$ cat src/rtl/button_arb_pkg.sv
// Shared types and constants for the push-button command arbiter.
//   arb_state_e    : arbiter FSM state encoding
//   DropCountWidth : width of the saturating lost-event counter
//   WarmupCycles   : cycles after reset release during which edge events
//                    are ignored (the edge-detector flops carry no reset)
package button_arb_pkg;

  typedef enum logic [1:0] {
    IDLE,
    OFFER,
    GAP
  } arb_state_e;

  localparam int DropCountWidth = 8;
  localparam int WarmupCycles   = 2;

endpackage

$ cat src/rtl/edge_detector.sv
// Single-bit edge detector with no reset on its flops.
//   clk_i   : clock
//   sig_i   : raw level input
//   pulse_o : one-cycle pulse, registered relative to sig_i; it is high for
//             the cycle after the first edge that samples the new level
// rising_edge_p selects a rising (1) or falling (0) edge.
module edge_detector #(
  parameter bit rising_edge_p = 1'b1
) (
  input  logic clk_i,
  input  logic sig_i,
  output logic pulse_o
);

  logic sig_q;
  logic sig_qq;

  always_ff @(posedge clk_i) begin
    sig_q  <= sig_i;
    sig_qq <= sig_q;
  end

  assign pulse_o = rising_edge_p ? (sig_q & ~sig_qq) : (~sig_q & sig_qq);

endmodule

$ cat src/rtl/button_cmd_arbiter.sv
// Serialises rising-edge events from num_btn_p push-buttons into a single
// valid/ready command stream, granting pending buttons round-robin.
//   clk_i        : clock
//   reset_i      : asynchronous active-high reset
//   btn_i        : raw button levels
//   ready_i      : consumer ready
//   valid_o      : command offered (registered)
//   idx_o        : index of the granted button (registered)
//   drop_count_o : events lost to an already-pending button, saturating
//
// state | meaning
// IDLE  | nothing offered; grant the next pending button if any
// OFFER | valid_o high, idx_o held until the consumer accepts
// GAP   | pacing after an accept, counter runs down to 1
module button_cmd_arbiter
  import button_arb_pkg::*;
#(
  parameter int num_btn_p = 4,
  parameter int min_gap_p = 0
) (
  input  logic                         clk_i,
  input  logic                         reset_i,
  input  logic [num_btn_p-1:0]         btn_i,
  input  logic                         ready_i,
  output logic                         valid_o,
  output logic [$clog2(num_btn_p)-1:0] idx_o,
  output logic [DropCountWidth-1:0]    drop_count_o
);

  localparam int IdxWidth  = $clog2(num_btn_p);
  localparam int WarmWidth = $clog2(WarmupCycles + 1);
  localparam logic [7:0] GapLoad = 8'(min_gap_p);

  arb_state_e state_q, state_d;
  logic [IdxWidth-1:0] idx_q, idx_d, last_q, last_d;
  logic valid_q;
  logic [7:0] gap_q, gap_d;
  logic [DropCountWidth-1:0] drop_q;
  logic [WarmWidth-1:0] warm_q;
  logic [num_btn_p-1:0] ev_raw, ev, pend_q, clr, pend_rest;
  logic accept;
  logic drop_hit;

  for (genvar i = 0; i < num_btn_p; i++) begin : g_edge
    edge_detector #(.rising_edge_p(1'b1)) u_edge (
      .clk_i  (clk_i),
      .sig_i  (btn_i[i]),
      .pulse_o(ev_raw[i])
    );
  end

  // First set bit of req searching upward from last+1 (wrapping). Scanning
  // from the far end lets the nearest hit overwrite earlier ones.
  function automatic logic [IdxWidth-1:0] rr_pick(input logic [num_btn_p-1:0] req,
                                                  input logic [IdxWidth-1:0]  last);
    int j;
    rr_pick = last;
    for (int k = num_btn_p; k >= 1; k--) begin
      j = (int'(last) + k) % num_btn_p;
      if (req[IdxWidth'(j)]) rr_pick = IdxWidth'(j);
    end
  endfunction

  always_comb begin
    ev        = (warm_q == '0) ? ev_raw : '0;
    accept    = valid_q & ready_i;
    clr       = '0;
    clr[idx_q] = accept;
    pend_rest = pend_q & ~clr;
    // An event on a bit that is being cleared this cycle re-arms it instead
    // of counting as a drop.
    drop_hit  = |(ev & pend_rest);
  end

  always_comb begin
    state_d = state_q;
    idx_d   = idx_q;
    last_d  = last_q;
    gap_d   = gap_q;
    case (state_q)
      IDLE: begin
        if (|pend_q) begin
          idx_d   = rr_pick(pend_q, last_q);
          state_d = OFFER;
        end
      end
      OFFER: begin
        if (accept) begin
          last_d = idx_q;
          if (min_gap_p > 0) begin
            // The IDLE cycle after GAP is part of the gap, so a gap of one
            // goes straight to IDLE.
            gap_d   = GapLoad;
            state_d = (min_gap_p == 1) ? IDLE : GAP;
          end else if (|pend_rest) begin
            idx_d = rr_pick(pend_rest, idx_q);
          end else begin
            state_d = IDLE;
          end
        end
      end
      GAP: begin
        gap_d = gap_q - 8'd1;
        if (gap_q == 8'd2) state_d = IDLE;
      end
      default: state_d = IDLE;
    endcase
  end

  always_ff @(posedge clk_i or posedge reset_i) begin
    if (reset_i) begin
      state_q <= IDLE;
      idx_q   <= '0;
      last_q  <= IdxWidth'(num_btn_p - 1);
      valid_q <= 1'b0;
      gap_q   <= '0;
    end else begin
      state_q <= state_d;
      idx_q   <= idx_d;
      last_q  <= last_d;
      valid_q <= (state_d == OFFER);
      gap_q   <= gap_d;
    end
  end

  always_ff @(posedge clk_i or posedge reset_i) begin
    if (reset_i) begin
      pend_q <= '0;
      drop_q <= '0;
      warm_q <= WarmWidth'(WarmupCycles);
    end else begin
      pend_q <= pend_rest | ev;
      if (drop_hit && (drop_q != '1)) drop_q <= drop_q + DropCountWidth'(1);
      if (warm_q != '0) warm_q <= warm_q - WarmWidth'(1);
    end
  end

  assign valid_o      = valid_q;
  assign idx_o        = idx_q;
  assign drop_count_o = drop_q;

endmodule

$ cat config.mk
export PLATFORM = sky130hd
export DESIGN_NAME = button_cmd_arbiter
export DESIGN_NICKNAME = d
export VERILOG_FILES = /design/src/rtl/button_arb_pkg.sv /design/src/rtl/edge_detector.sv /design/src/rtl/button_cmd_arbiter.sv
export SDC_FILE = /design/constraint.sdc
export NUM_CORES = 1
export LEC_CHECK = 0
export CORE_ASPECT_RATIO = 0.8
export CORE_MARGIN = 2
export CORE_UTILIZATION = 56
export CTS_CLUSTER_SIZE = 8
export DETAILED_ROUTE_END_ITERATION = 6
export PLACE_DENSITY = 0.79
export SYNTH_ARGS = -nofsm -noshare
export SYNTH_HDL_FRONTEND = slang
export SYNTH_SLANG_ARGS = --single-unit
$ cat constraint.sdc
create_clock -name clk_i -period 2.4 [get_ports clk_i]
set_input_delay 0.48 -clock clk_i [delete_from_list [all_inputs] [get_ports clk_i]]
set_output_delay 0.48 -clock clk_i [all_outputs]
set_load 0.005 [all_outputs]
## Word-level counts from Yosys, hierarchy flattened

Index checks and enable logic that the tools add are counted.

| word-level totals | value |
|---|---|
| register bits after elaboration | 37 |
| latch bits | 0 |
| memory bits (writable) | 0 |
| ROM bits | 0 |
| output and inout bits | 11 |
| word-level logic and storage cells | 115 |
| memories kept | 0 |

| operators by class | value |
|---|---|
| $add $sub $neg | 11 |
| multiply operators | 0 |
| div/mod/pow operators | 0 |
| order comparisons | 10 |
| equal/unequal tests | 9 |
| shift-type cells | 0 |
| muxes and demuxes | 44 |
| bitwise gates (word level) | 14 |
| reductions and logical operators | 11 |

Operators with widths:

| cell | count |
|---|---|
| less-than comparator 2 x 4 -> 1 bit (second input constant) | 8 |
| two-way mux 2 bit | 15 |
| two-way mux 1 bit | 17 |
| binary-select mux 1 bit (select 2 bit) | 8 |
| bitwise AND 4 bit | 3 |
| OR reduction 4 bit | 3 |
| adder 2 x 1 -> 2 bit (second input constant) | 4 |
| adder 2 bit (second input constant) | 4 |
| adder 8 x 1 -> 8 bit (second input constant) | 1 |
| equality test 8 x 2 -> 1 bit (second input constant) | 1 |
| inequality test 8 bit (second input constant) | 1 |
| subtractor 8 x 1 -> 8 bit (second input constant) | 1 |
| inequality test 2 bit (second input constant) | 3 |
| case mux 2 bit (3 select lines) | 1 |
| bitwise AND 1 bit | 5 |
| inequality test 5 bit (second input constant) | 1 |
| AND reduction 5 bit | 1 |
| equality test 2 x 1 -> 1 bit (second input constant) | 2 |
| logical NOT 2 bit | 2 |
| two-way mux 4 bit | 1 |
| inverter 1 bit | 4 |
| inverter 4 bit | 1 |
| bitwise OR 4 bit | 1 |
| case mux 2 bit (2 select lines) | 1 |
| other kinds (8) | 10 |

## Logic depth before layout (Yosys ltp)

| logic depth | value |
|---|---|
| depth after elaboration | 17 |
| depth in mapped cells | 8 |
| depth with buffers taken out | 7 |

## By module

A second synthesis with hierarchy kept.

| second synthesis, totals | value |
|---|---|
| cells, all modules | 184 |
| area, all modules | 1901.8 um^2 |

Modules (own cells, without submodules):

| module | instances | cells each | area each (um^2) | sequential area each (um^2) |
|---|---|---|---|---|
| button_cmd_arbiter | 1 | 172 | 1686.6 | 729.4 |
| edge_detector | 4 | 3 | 53.8 | 40.0 |

## Worst setup path after synthesis

No wires, ideal clock.

| path | value |
|---|---|
| path kind | register -> register |
| start point | register idx_q[0], in the netlist idx_o[0] |
| end point | register idx_q[1], in the netlist idx_o[1] |
| setup time | 0.128 ns |
| arrival time | 1.968 ns |
| data required time | 2.272 ns |
| path slack | 0.305 ns |
| stages on the path, launching flop included | 9 |
| buffers on the path | 1 |
| clock period less this slack | 2.095 ns |
| path through | dfrtp_1 > buf_4 > inv_2 > ha_1 > nand3_1 > nand2_2 > mux4_2 > a2bb2oi_2 > mux2_1 |

| between the ends | value |
|---|---|
| longest elaborated chain between the ends | 16 |

RTL lines:

| what | line | source |
|---|---|---|
| start, declared | button_cmd_arbiter.sv:35 | `logic [IdxWidth-1:0] idx_q, idx_d, last_q, last_d;` |
| start signal, assigned | button_cmd_arbiter.sv:119 | `idx_q <= idx_d;` |
| less-than comparator 2 x 3 -> 1 bit (implied by the code) or >= comparator 2 x 1 -> 1 bit (tied branches) | button_cmd_arbiter.sv:68 | `clr[idx_q] = accept;` |
| logical AND 1 bit (implied by the code) | button_cmd_arbiter.sv:68 |  |
| two-way mux 1 bit (implied by the code) | button_cmd_arbiter.sv:68 |  |
| demux 1 bit (select 2 bit) | button_cmd_arbiter.sv:68 |  |
| bitwise AND 4 bit (no line) | -- |  |
| inverter 4 bit | button_cmd_arbiter.sv:69 | `pend_rest = pend_q & ~clr;` |
| bitwise AND 4 bit | button_cmd_arbiter.sv:69 |  |
| binary-select mux 1 bit (select 2 bit) | button_cmd_arbiter.sv:60 | `if (req[IdxWidth'(j)]) rr_pick = IdxWidth'(j);` |
| two-way mux 1 bit (implied by the code) (2 in series) | button_cmd_arbiter.sv:60 |  |
| two-way mux 2 bit (3 in series) | button_cmd_arbiter.sv:60 |  |
| two-way mux 2 bit | button_cmd_arbiter.sv:95 | `end else if (\|pend_rest) begin` |
| two-way mux 2 bit | button_cmd_arbiter.sv:88 | `if (accept) begin` |
| case mux 2 bit (2 select lines) | button_cmd_arbiter.sv:80 | `case (state_q)` |

Several ways; a longest one is shown, not always the timed one. The select of a mux whose other input is x is not followed.
A chain may end at the register's enable or synchronous reset.

## Final worst setup path

| path | value |
|---|---|
| start point | register idx_q[1], in the netlist idx_o[1] |
| end point | register idx_q[1], in the netlist idx_o[1] |

Same word-level chain as after synthesis.

==> results.sh <==
export IMPL_drtPass1Iterations=4
export IMPL_grt_usage_pct=24.99
export IMPL_clock_latency_ps=290
export IMPL_hpwl_um=2865
export IMPL_final_nets=222
export IMPL_port_buffers=17
export IMPL_rows=18
export IMPL_worstPathRequired_ps=2570
export IMPL_cellPowerDensity_nw_per_um2=1253
export IMPL_worstPathArrival_ps=2410
export IMPL_min_period_ps=2239
export IMPL_syn2layout_area_growth_pct=20.78
export IMPL_cts_resized=0
export IMPL_ios=18
export IMPL_cts_buffers=5
export IMPL_cts_hold_buf=0
export IMPL_wire_per_inst_um=16.61
export IMPL_wirelength_um=4119
export IMPL_synthTopCellsByArea="dfrtp_1 35%, dfxtp_1 8.6%, ha_1 5.4%"
export IMPL_num_vias=1478
export IMPL_htreeDepth=2
export IMPL_first_iter_violations=177
export IMPL_holdWs_ps=353.8
export IMPL_drive_gt1_share_pct=14.90
export IMPL_end_kind="flop"
export IMPL_grt_first_pass_wirelength_um=6962
export IMPL_hold_viol=0
export IMPL_netlist_area_um2=1854
export IMPL_start_util_pct=59.23
export IMPL_yosysSeqAreaShare_pct=47.98
export IMPL_place_inst=240
export IMPL_diodes=0
export IMPL_cts_sinks=37
export IMPL_seqCellArea_um2=889.6
export IMPL_async_flop_share_pct=78.38
export IMPL_die_w_um=68.34
export IMPL_crit_path_max_fanout=6
export IMPL_worstMarginPinSlew_ps=595.1
export IMPL_fin_cells=248
export IMPL_grt_pass1_vias=1457
export IMPL_die_height_um=55.47
export IMPL_drc=0
export IMPL_ys_warn_count=0
export IMPL_status="completed"
export IMPL_synth_edff_count=0
export IMPL_start_kind="flop"
export IMPL_maxSlewViolCount=0
export IMPL_synth_distinct_cells=42
export IMPL_reg2reg_from="idx_o[1]"
export IMPL_setup_viol=0
export IMPL_clk_pin_slew_worst_paths_ps=70
export IMPL_antenna_found_initial=0
export IMPL_via_per_inst=5.960
export IMPL_synth_seq_cells=37
export IMPL_multi_input_area_um2=890.9
export IMPL_maxCapViolations=0
export IMPL_clk_path_buf_depth=2
export IMPL_synth_avg_cell_area_um2=10.24
export IMPL_holdCritPathClass="reg -> reg"
export IMPL_postSynthCellCount=181
export IMPL_place_congestion=1.021
export IMPL_slew_headroom_pct=60.02
export IMPL_root_buffer="clkbuf_8"
export IMPL_total_power_w=0.002807
export IMPL_drtAntennaViolNets=0
export IMPL_core_um2=3131
export IMPL_p_leak_nw=0.9820
export IMPL_rsz0062_at_grt="no"
export IMPL_worst_ir_drop_vdd_uv=681.7
export IMPL_fin_setup_tns_ps=0
export IMPL_cts_tree="yes"
export IMPL_synth_top_cell_area_share_pct=35.09
export IMPL_fmax_ghz=0.4465
export IMPL_hold_start="g_edge[3].u_edge.sig_q"
export IMPL_dieArea_um2=3791
export IMPL_fillers=226
export IMPL_synth_top_area_cell="dfrtp_1"
export IMPL_cp_startpoint="idx_o[1]"
export IMPL_synthFlopType="dfrtp_1"
export IMPL_grt_overflow=0
export IMPL_critPathKind="reg -> reg"
export IMPL_syn_nets=196
export IMPL_grt_max_degree=30
export IMPL_cts_setup_buffers=0
export IMPL_period_share_pct=93.31
export IMPL_skew_ps=3.755
[state kept, by name, indices dropped and copies added (netlist names)]
register              count
last_q                    2
warm_q                    2
gap_q                     8
drop_count_o              8
state_q                   2
g_edge.u_edge.sig_qq      4
g_edge.u_edge.sig_q       4
idx_o                     2
pend_q                    4
valid_o                   1
[cell type report]
| class | instances | area share (%) |
|---|---|---|
| multi-input cells | 127 | 39.78 |
| clock inverters | 3 | 2.905 |
| flip-flops and latches | 37 | 39.72 |
| repair buffers | 26 | 10.61 |
| clock buffers | 5 | 3.073 |
| well taps | 40 | 2.235 |
| inverters | 10 | 1.676 |
[placed cells by master, fill, tap and decap left out, drive strengths merged, types with 3 or more instances in the layout]
cell type	n
clkdlybuf4s50	17
nand2b	4
o21ai	14
clkbuf	5
inv	10
nor2b	4
nand4	5
mux2	3
ha	8
dfrtp	26
nor2	9
dfstp	3
xnor2	11
nor3	5
xor2	3
mux2i	5
nor4	3
nand2	21
dfxtp	8
buf	9
nand3	11
[metrics by stage]
step	util, %	instance area, um^2	setup WS (ps)
final	71.54	2240	160.6
after global routing	71.54	2240	49.26
after CTS	71.54	2240	168.0
after detailed placement	67.27	2106	8.119
after global placement	67.27	2106	50.08
after floorplan	-	1854	304.6
[final timing paths]
check / end / slack (ps) / depth (start not counted)
worst max-delay path: idx_o[1] / 160 / 7
worst min-delay path: g_edge[3].u_edge.sig_qq / 350 / 0
worst max register to register: idx_o[1] / 160 / 7
worst min register to register: g_edge[3].u_edge.sig_qq / 350 / 0
max in group asynchronous: last_q[0] / 1540 / 3
min in group asynchronous: state_q[1] / 560 / 3
[where the power goes]
part / switching, W / internal [W]
logic: 0.000523 / 0.000609
clock network: 0.000218 / 0.000413
registers: 0.000262 / 0.000782
total: 0.00100 / 0.00180
[cells by family after synthesis]
family | after synthesis | share of synthesized area [%]
adder cells (fa/ha/maj) | 8 | 5.398
AND/OR/NAND/NOR | 67 | 18.76
buffers and inverters | 17 | 3.981
XOR/XNOR | 14 | 6.613
multiplexers | 10 | 6.950
AO/OA/AOI/OAI | 28 | 10.32
flip-flops | 37 | 47.98
[cell usage after synthesis, types with 5 or more instances]
library cell and instances:
buf_2 5, dfrtp_1 26, dfxtp_1 8, ha_1 8, inv_1 9, mux2i_1 5, nand2_1 18, nand3_1 10
nand4_1 5, nor2_1 9, nor3_1 5, o21ai_0 9, o21ai_1 5, xnor2_1 11
[layer usage]
layer	up-vias	share of wire [%]	routed length (um)	global-route usage, %
li1	684	-	-	-
met1	715	42	1732	33.91
met2	69	49	2027	37.73
met3	10	6.9	284	6.721
met4	0	1.8	74	9.714
met5	-	0	0	0
[worst max-delay path, stage by stage, from the launching register on]
cell and delay, ps:
dfrtp_1 460, inv_1 180, ha_1 240, nand3_2 90, nand2_1 100, mux4_2 510, a2bb2oi_2 210, mux2_1 330
Power figures use the tool's default switching activity.
